===== config.mk =====
export PLATFORM = sky130hd
export DESIGN_NAME = nv_fifo_ctrl_80x15_flat
export DESIGN_NICKNAME = d
export VERILOG_FILES = /design/src/rtl/nv_fifo_ctrl_80x15_if.sv /design/src/rtl/nv_fifo_ctrl_80x15.sv /design/src/flat_wrapper.sv
export SDC_FILE = /design/constraint.sdc
export NUM_CORES = 1
export LEC_CHECK = 0
export BUFFER_PORTS_ARGS = -buffer_cell sky130_fd_sc_hd__buf_2
export CAP_MARGIN = 20
export CORE_MARGIN = 2
export CORE_UTILIZATION = 46
export CTS_BUF_LIST = sky130_fd_sc_hd__clkbuf_16
export DETAILED_ROUTE_END_ITERATION = 8
export GPL_ROUTABILITY_DRIVEN = 1
export PLACE_DENSITY = 0.94
export SLEW_MARGIN = 20
export SYNTH_ARGS = -nofsm -noshare
export SYNTH_HDL_FRONTEND = slang
export SYNTH_SLANG_ARGS = --single-unit

===== constraint.sdc =====
create_clock -name nvdla_core_clk -period 4.55 [get_ports nvdla_core_clk]
set_input_delay 0.6825 -clock nvdla_core_clk [delete_from_list [all_inputs] [get_ports nvdla_core_clk]]
set_output_delay 0.6825 -clock nvdla_core_clk [all_outputs]
set_load 0.005 [all_outputs]

===== src/rtl/nv_fifo_ctrl_80x15_if.sv =====
// ---------------------------------------------------------------------------
// nv_fifo_ctrl_80x15_if
//   Valid/ready handshake bundle for the 80x15 FIFO controller.
//   Write side : wr_pvld / wr_prdy / wr_pd  (producer -> FIFO)
//   Read side  : rd_pvld / rd_prdy / rd_pd  (FIFO -> consumer)
//   Modports:
//     slave  - the FIFO controller (accepts writes, offers reads)
//     master - the surrounding logic (producer and consumer)
// ---------------------------------------------------------------------------
interface nv_fifo_ctrl_80x15_if;
  logic        wr_pvld;
  logic        wr_prdy;
  logic [14:0] wr_pd;
  logic        rd_pvld;
  logic        rd_prdy;
  logic [14:0] rd_pd;

  modport slave (
    input  wr_pvld, wr_pd, rd_prdy,
    output wr_prdy, rd_pvld, rd_pd
  );

  modport master (
    output wr_pvld, wr_pd, rd_prdy,
    input  wr_prdy, rd_pvld, rd_pd
  );
endinterface


===== src/rtl/nv_fifo_ctrl_80x15.sv =====
// ---------------------------------------------------------------------------
// nv_fifo_ctrl_80x15
//   Valid/ready FIFO controller for an external 80x15 RAM macro with a
//   registered read address (stage 1) and a registered output (stage 2).
//   The RAM output register is the FIFO head, so no extra data flops exist.
//
//   Ports:
//     nvdla_core_clk     - clock (also clocks the attached RAM)
//     nvdla_core_rstn    - asynchronous active-low reset
//     fifo_if            - write/read handshake bundle (slave modport)
//     fifo_count[6:0]    - occupancy 0..80, including both pipeline stages
//     ram_wa/we/di       - RAM write port
//     ram_ra/re/ore      - RAM read address, address-register enable,
//                          output-register enable
//     ram_byp_sel/dbyp   - RAM bypass, unused, tied to 0
//     ram_dout           - RAM registered output, returned as rd_pd
//     pwrbus_ram_pd      - power control, forwarded to ram_pwrbus_ram_pd
// ---------------------------------------------------------------------------
module nv_fifo_ctrl_80x15 (
  input  logic                    nvdla_core_clk,
  input  logic                    nvdla_core_rstn,
  nv_fifo_ctrl_80x15_if.slave     fifo_if,
  output logic [6:0]              fifo_count,
  output logic [6:0]              ram_wa,
  output logic                    ram_we,
  output logic [14:0]             ram_di,
  output logic [6:0]              ram_ra,
  output logic                    ram_re,
  output logic                    ram_ore,
  output logic                    ram_byp_sel,
  output logic [14:0]             ram_dbyp,
  input  logic [14:0]             ram_dout,
  input  logic [31:0]             pwrbus_ram_pd,
  output logic [31:0]             ram_pwrbus_ram_pd
);

  localparam logic [6:0] DEPTH    = 7'd80;
  localparam logic [6:0] LAST_IDX = 7'd79;

  logic [6:0] wr_ptr_q, wr_ptr_d;
  logic [6:0] rd_ptr_q, rd_ptr_d;
  logic [6:0] count_q,  count_d;
  logic [6:0] unread_q, unread_d;
  logic       s1_vld_q, s1_vld_d;
  logic       s2_vld_q, s2_vld_d;

  logic       push;
  logic       pop;
  logic       re;
  logic       ore;

  // Pointers wrap 79 -> 0; values 80..127 are never produced.
  function automatic logic [6:0] ptr_inc(input logic [6:0] p);
    return (p == LAST_IDX) ? 7'd0 : p + 7'd1;
  endfunction

  // -------------------------------------------------------------------------
  // Handshake and RAM control.
  // The full test uses count (which includes stage-1/stage-2 entries), so a
  // slot cannot be rewritten before its data has left the RAM array. A pop
  // at full does not reopen wr_prdy in the same cycle.
  // -------------------------------------------------------------------------
  always_comb begin
    fifo_if.wr_prdy = (count_q != DEPTH);
    push            = fifo_if.wr_pvld & fifo_if.wr_prdy;

    fifo_if.rd_pvld = s2_vld_q;
    fifo_if.rd_pd   = ram_dout;
    pop             = s2_vld_q & fifo_if.rd_prdy;

    // Stage 2 loads when it is empty or being drained this cycle.
    ore = s1_vld_q & (~s2_vld_q | fifo_if.rd_prdy);
    // Stage 1 loads when RAM holds an unissued entry and stage 1 is free or
    // moving forward; during a head stall both enables stay low and hold.
    re  = (unread_q != 7'd0) & (~s1_vld_q | ore);
  end

  assign ram_we            = push;
  assign ram_wa            = wr_ptr_q;
  assign ram_di            = fifo_if.wr_pd;
  assign ram_re            = re;
  assign ram_ra            = rd_ptr_q;
  assign ram_ore           = ore;
  assign ram_byp_sel       = 1'b0;
  assign ram_dbyp          = 15'd0;
  assign ram_pwrbus_ram_pd = pwrbus_ram_pd;
  assign fifo_count        = count_q;

  // -------------------------------------------------------------------------
  // Next-state logic.
  // -------------------------------------------------------------------------
  always_comb begin
    // NOTE: every always_comb output gets a default first so no path leaves
    // it unassigned, which would otherwise infer a latch.
    wr_ptr_d = wr_ptr_q;
    rd_ptr_d = rd_ptr_q;
    count_d  = count_q;
    unread_d = unread_q;

    if (push) wr_ptr_d = ptr_inc(wr_ptr_q);
    if (re)   rd_ptr_d = ptr_inc(rd_ptr_q);

    unique case ({push, pop})
      2'b10:   count_d = count_q + 7'd1;
      2'b01:   count_d = count_q - 7'd1;
      default: count_d = count_q;
    endcase

    unique case ({push, re})
      2'b10:   unread_d = unread_q + 7'd1;
      2'b01:   unread_d = unread_q - 7'd1;
      default: unread_d = unread_q;
    endcase

    s1_vld_d = re  | (s1_vld_q & ~ore);
    s2_vld_d = ore | (s2_vld_q & ~fifo_if.rd_prdy);
  end

  // -------------------------------------------------------------------------
  // State registers. Only control state is reset; RAM contents and its
  // output register are left alone, so rd_pd is undefined until rd_pvld.
  // -------------------------------------------------------------------------
  always_ff @(posedge nvdla_core_clk or negedge nvdla_core_rstn) begin
    if (!nvdla_core_rstn) begin
      wr_ptr_q <= 7'd0;
      rd_ptr_q <= 7'd0;
      count_q  <= 7'd0;
      unread_q <= 7'd0;
      s1_vld_q <= 1'b0;
      s2_vld_q <= 1'b0;
    end else begin
      // NOTE: non-blocking assignments so every register samples the values
      // from before this edge, independent of statement order.
      wr_ptr_q <= wr_ptr_d;
      rd_ptr_q <= rd_ptr_d;
      count_q  <= count_d;
      unread_q <= unread_d;
      s1_vld_q <= s1_vld_d;
      s2_vld_q <= s2_vld_d;
    end
  end

endmodule

===== src/flat_wrapper.sv =====
// flat-port wrapper written by rule: the top's interface ports become plain ports
module nv_fifo_ctrl_80x15_flat 
  (nvdla_core_clk, nvdla_core_rstn, fifo_count, ram_wa, ram_we, ram_di, ram_ra, ram_re, ram_ore, ram_byp_sel, ram_dbyp, ram_dout, pwrbus_ram_pd, ram_pwrbus_ram_pd, fifo_if_wr_pvld, fifo_if_wr_pd, fifo_if_rd_prdy, fifo_if_wr_prdy, fifo_if_rd_pvld, fifo_if_rd_pd);
  nv_fifo_ctrl_80x15_if fifo_if_i ();
  input  logic nvdla_core_clk;
  input  logic nvdla_core_rstn;
  output logic [6:0] fifo_count;
  output logic [6:0] ram_wa;
  output logic ram_we;
  output logic [14:0] ram_di;
  output logic [6:0] ram_ra;
  output logic ram_re;
  output logic ram_ore;
  output logic ram_byp_sel;
  output logic [14:0] ram_dbyp;
  input  logic [14:0] ram_dout;
  input  logic [31:0] pwrbus_ram_pd;
  output logic [31:0] ram_pwrbus_ram_pd;
  input wire logic [$bits(fifo_if_i.wr_pvld)-1:0] fifo_if_wr_pvld;
  input wire logic [$bits(fifo_if_i.wr_pd)-1:0] fifo_if_wr_pd;
  input wire logic [$bits(fifo_if_i.rd_prdy)-1:0] fifo_if_rd_prdy;
  output wire logic [$bits(fifo_if_i.wr_prdy)-1:0] fifo_if_wr_prdy;
  output wire logic [$bits(fifo_if_i.rd_pvld)-1:0] fifo_if_rd_pvld;
  output wire logic [$bits(fifo_if_i.rd_pd)-1:0] fifo_if_rd_pd;
  assign fifo_if_i.wr_pvld = fifo_if_wr_pvld;
  assign fifo_if_i.wr_pd = fifo_if_wr_pd;
  assign fifo_if_i.rd_prdy = fifo_if_rd_prdy;
  assign fifo_if_wr_prdy = fifo_if_i.wr_prdy;
  assign fifo_if_rd_pvld = fifo_if_i.rd_pvld;
  assign fifo_if_rd_pd = fifo_if_i.rd_pd;
  nv_fifo_ctrl_80x15 u_core (.nvdla_core_clk(nvdla_core_clk), .nvdla_core_rstn(nvdla_core_rstn), .fifo_if(fifo_if_i), .fifo_count(fifo_count), .ram_wa(ram_wa), .ram_we(ram_we), .ram_di(ram_di), .ram_ra(ram_ra), .ram_re(ram_re), .ram_ore(ram_ore), .ram_byp_sel(ram_byp_sel), .ram_dbyp(ram_dbyp), .ram_dout(ram_dout), .pwrbus_ram_pd(pwrbus_ram_pd), .ram_pwrbus_ram_pd(ram_pwrbus_ram_pd));
endmodule

==> summary.md <==
| Metric | Value |
|---|---|
| Largest net degree at the start of global routing | 31 |
| CTS buffer count | 5 |
| Clock transition at the registers of the reported paths | 0.05 ns |
| Setup WS pre-CTS | approximately 1.5 ns |
| Synth Flop Type | dfrtp_1 |
| Worst path arrival time | roughly 3.2 ns |
| TritonRoute pass-1 iters | 4 |
| R2r endpoint | u_core.fifo_count[5]$_DFFE_PN0P_ |
| Seq/Total Area, Yosys | 0.2981 |
| Cts repair resizes | 0 |
| Worst R2R Start | u_core.fifo_count[1]$_DFFE_PN0P_ |
| Die height | ~80 um |
| Placed cell area | 2207 um2 |
| Vias | 1,636 |
| Unique masters post-synth | 50 |
| RSZ-0062 raised after global routing | no |
| Clock Tree Root | clkbuf_16 |
| Remaining global-route overflow | 0 |
| Post-synth EDFFs | 0 |
| Highest Clock Rate | ~330 MHz |
| Clock sink total | 30 |
| Vias per Instance | about 5.3 |
| Hold-fix buffers, CTS | 0 |
| Post-CTS Setup Repair Bufs | 0 |
| Top-Level Pins | 170 |
| Area Overhead vs Synth | -6.061% |
| # rows | 26 |
| Max VDD drop | slightly above 300 uV |
| Async SR Flop Fraction | 1.000 |
| CTS tree | yes |
| Ant diodes | 0 |
| Hpwl dp | 3281 um |
| Clk_skew | just over 0.004 ns |
| Drt initial violations | 71 |
| Final worst path period need | between 2 and 3 ns |
| Post-synthesis adder-cell area fraction | 0.08544 |
| Post-DRT Antenna Nets | 0 |
| Post-synthesis compound-gate area fraction | 0.1366 |
| Post-Synth Simple-Gate Area | 0.1590 |
| Later-pin clock latency in the skew report | roughly 0.27 ns |
| Placer congestion estimate | roughly 0.88 |
| WHS | 0.4503 ns |
| Final setup TNS | 0 ns |
| Gr usage total | 0.1502 |
| Worst min path class | in2async |
| Share of cells above drive strength 1 | 0.2236 |
| Filler cells | between 500 and 600 |
| Wire per inst | 14.75 um |
| Power Dens Cells | 685.0 nW/um2 |
| Synthesis Warnings | 0 |
| Slew @ Worst Pin | between 0.6 and 0.7 ns |
| Number of global-route vias before repair | between 1,500 and 2,000 |
| Max-slew violations | 0 |
| Final net count | between 300 and 400 |
| CP peak stage delay | about 0.46 ns |
| Cell Area, Synth | 2519 um2 |
| Number of remaining DRC errors | 0 |
| Final hold violations | 0 |
| Core ar. | ~5200 um2 |
| CP endpoint kind | flop |
| Maximum fanout along the worst path | 11 |
| Period utilization | 0.6571 |
| CTS max path bufs | 2 |
| CP required | between 4 and 5 ns |
| DRT Wirelength | about 4500 um |
| Critical-path cell list | or3_4, o21ai_4, ha_1, ha_1, a21o_2, a31o_2, a2111oi_0, nand3b_1 |
| Flop and latch count out of synthesis | 30 |
| Rel. slew slack | 0.5436 |
| Fin area | between 2000 and 2500 um2 |
| H-tree depth | 2 |
| First-pass GRT wire length | 7286 um |
| Antenna violations before repair | 0 |
| Largest family of logic cells by synthesized area | buffers and inverters |
| Max-Cap Viols | 0 |
| Initial Util | 0.4839 |
| XOR/XNOR share of the synthesized area | 0.04521 |
| Crit path max-delay family | compound AO/OA/AOI/OAI gates |
| Lkg Pwr | around 1.1 nW |
| Setup violators final | 0 |
| Die area | ~6000 um2 |
| DIE WIDTH | 78.00 um |
| Worst Path Buf+Inv | 0 |
| Slowest cell on crit path | ha_1 |
| Post-Synthesis Cells | between 200 and 300 |
| Final setup margin | around 1.6 ns |
| Critical path startpoint category | flop |
| R2r worst-path depth | 8 |
| PortBufs | 29 |
| Syn avg cell area | approximately 9.4 um2 |
| Mux contribution to synthesized area | 0.01788 |
| R2R Setup Slk | 1.56 ns |
| CP Class | reg2reg |
| Crit path top cell by count | ha_1 |
| Status | complete, no violations |
[how the worst max path moves through the flow]
| stage | cells after the start | end | start | slack [ns] |
|---|---|---|---|---|
| 2_1_floorplan | 8 | u_core.unread_q[5]$_DFFE_PN0P_ | fifo_if_rd_prdy | 1.71 |
| 6_report | 8 | u_core.fifo_count[5]$_DFFE_PN0P_ | u_core.fifo_count[1]$_DFFE_PN0P_ | 1.56 |
| 4_1_cts | 8 | u_core.fifo_count[5]$_DFFE_PN0P_ | u_core.fifo_count[1]$_DFFE_PN0P_ | 1.57 |
| 5_1_grt | 8 | u_core.unread_q[5]$_DFFE_PN0P_ | u_core.fifo_count[1]$_DFFE_PN0P_ | 1.39 |
| 3_5_place_dp | 9 | u_core.unread_q[5]$_DFFE_PN0P_ | fifo_if_rd_prdy | 1.47 |
| 3_3_place_gp | 9 | u_core.unread_q[5]$_DFFE_PN0P_ | fifo_if_rd_prdy | 1.53 |
[metal layers]
| metal | GRT usage | vias up | share of wire |
|---|---|---|---|
| met5 | 0 | - | 0 |
| met4 | 0.08070 | 0 | 0.032 |
| met3 | 0.04651 | 28 | 0.072 |
| met2 | 0.2517 | 59 | 0.49 |
| met1 | 0.1703 | 779 | 0.40 |
| li1 | - | 770 | - |
[Yosys cell counts, types with 3 or more instances]
library cell  instances  area share
mux2_2                3       0.013
nand3_1               8       0.016
a211oi_1              3      0.0089
buf_4                78        0.23
clkbuf_1              4      0.0060
ha_1                 14       0.070
a21o_1                5       0.015
o21ai_0              11       0.022
dfrtp_1              30        0.30
nand2_1              13       0.019
nor3b_1               6       0.018
nand3b_1              4       0.012
a21oi_1               7       0.014
nor2_1                7       0.010
xor2_1                7       0.024
xnor2_1               6       0.021
nor2b_1               6       0.015
inv_1                11       0.016
[registers in the layout, summed over array words and instances (netlist names)]
signal / cells
u_core.ram_wa: 7
u_core.fifo_count: 7
u_core.s1_vld_q: 1
u_core.fifo_if.rd_pvld: 1
u_core.unread_q: 7
u_core.ram_ra: 7
[placed cells by master (no fill, tap or decap), types with 8 or more instances in the layout]
cell,instances
ha_1,14
buf_2,29
dfrtp_1,30
nand2_1,13
o21ai_0,11
nand3_1,8
inv_1,11
conb_1,16
[final cells by class]
cell class,count,area (um2),share of cell area
multi-input cells,159,1179,0.4981
clock buffers,5,125.1,0.05288
repair buffers,29,145.1,0.06134
inverters,12,45.04,0.01904
flip-flops and latches,30,750.7,0.3173
well taps,70,87.58,0.03702
clock inverters,2,33.78,0.01428
[report_power, final]
part | switching [mW] | internal [mW] | leakage [nW]
registers | 0.162 | 0.394 | 0.350
logic | 0.353 | 0.348 | 0.651
clock network | 0.112 | 0.253 | 0.0773
total | 0.626 | 0.994 | 1.08
[stage by stage]
stage	std cells	power [mW]	utilization
5_1_grt	307	1.746	0.4546
2_1_floorplan	283	1.077	-
6_report	307	1.621	0.4546
4_1_cts	307	1.629	0.4546
3_3_place_gp	300	1.203	0.4240
3_5_place_dp	300	1.252	0.4240
[kinds of logic (layout without fill, tap and decap cells)]
family          Yosys count  in the layout
compound gates           47             47
simple gates             63             63
mux                       4              4
buf+inv                  94             48
fa+ha+maj                16             16
flops                    30             30
other cells               1             16
xor+xnor                 13             13
(Power assumes the default switching activity.)
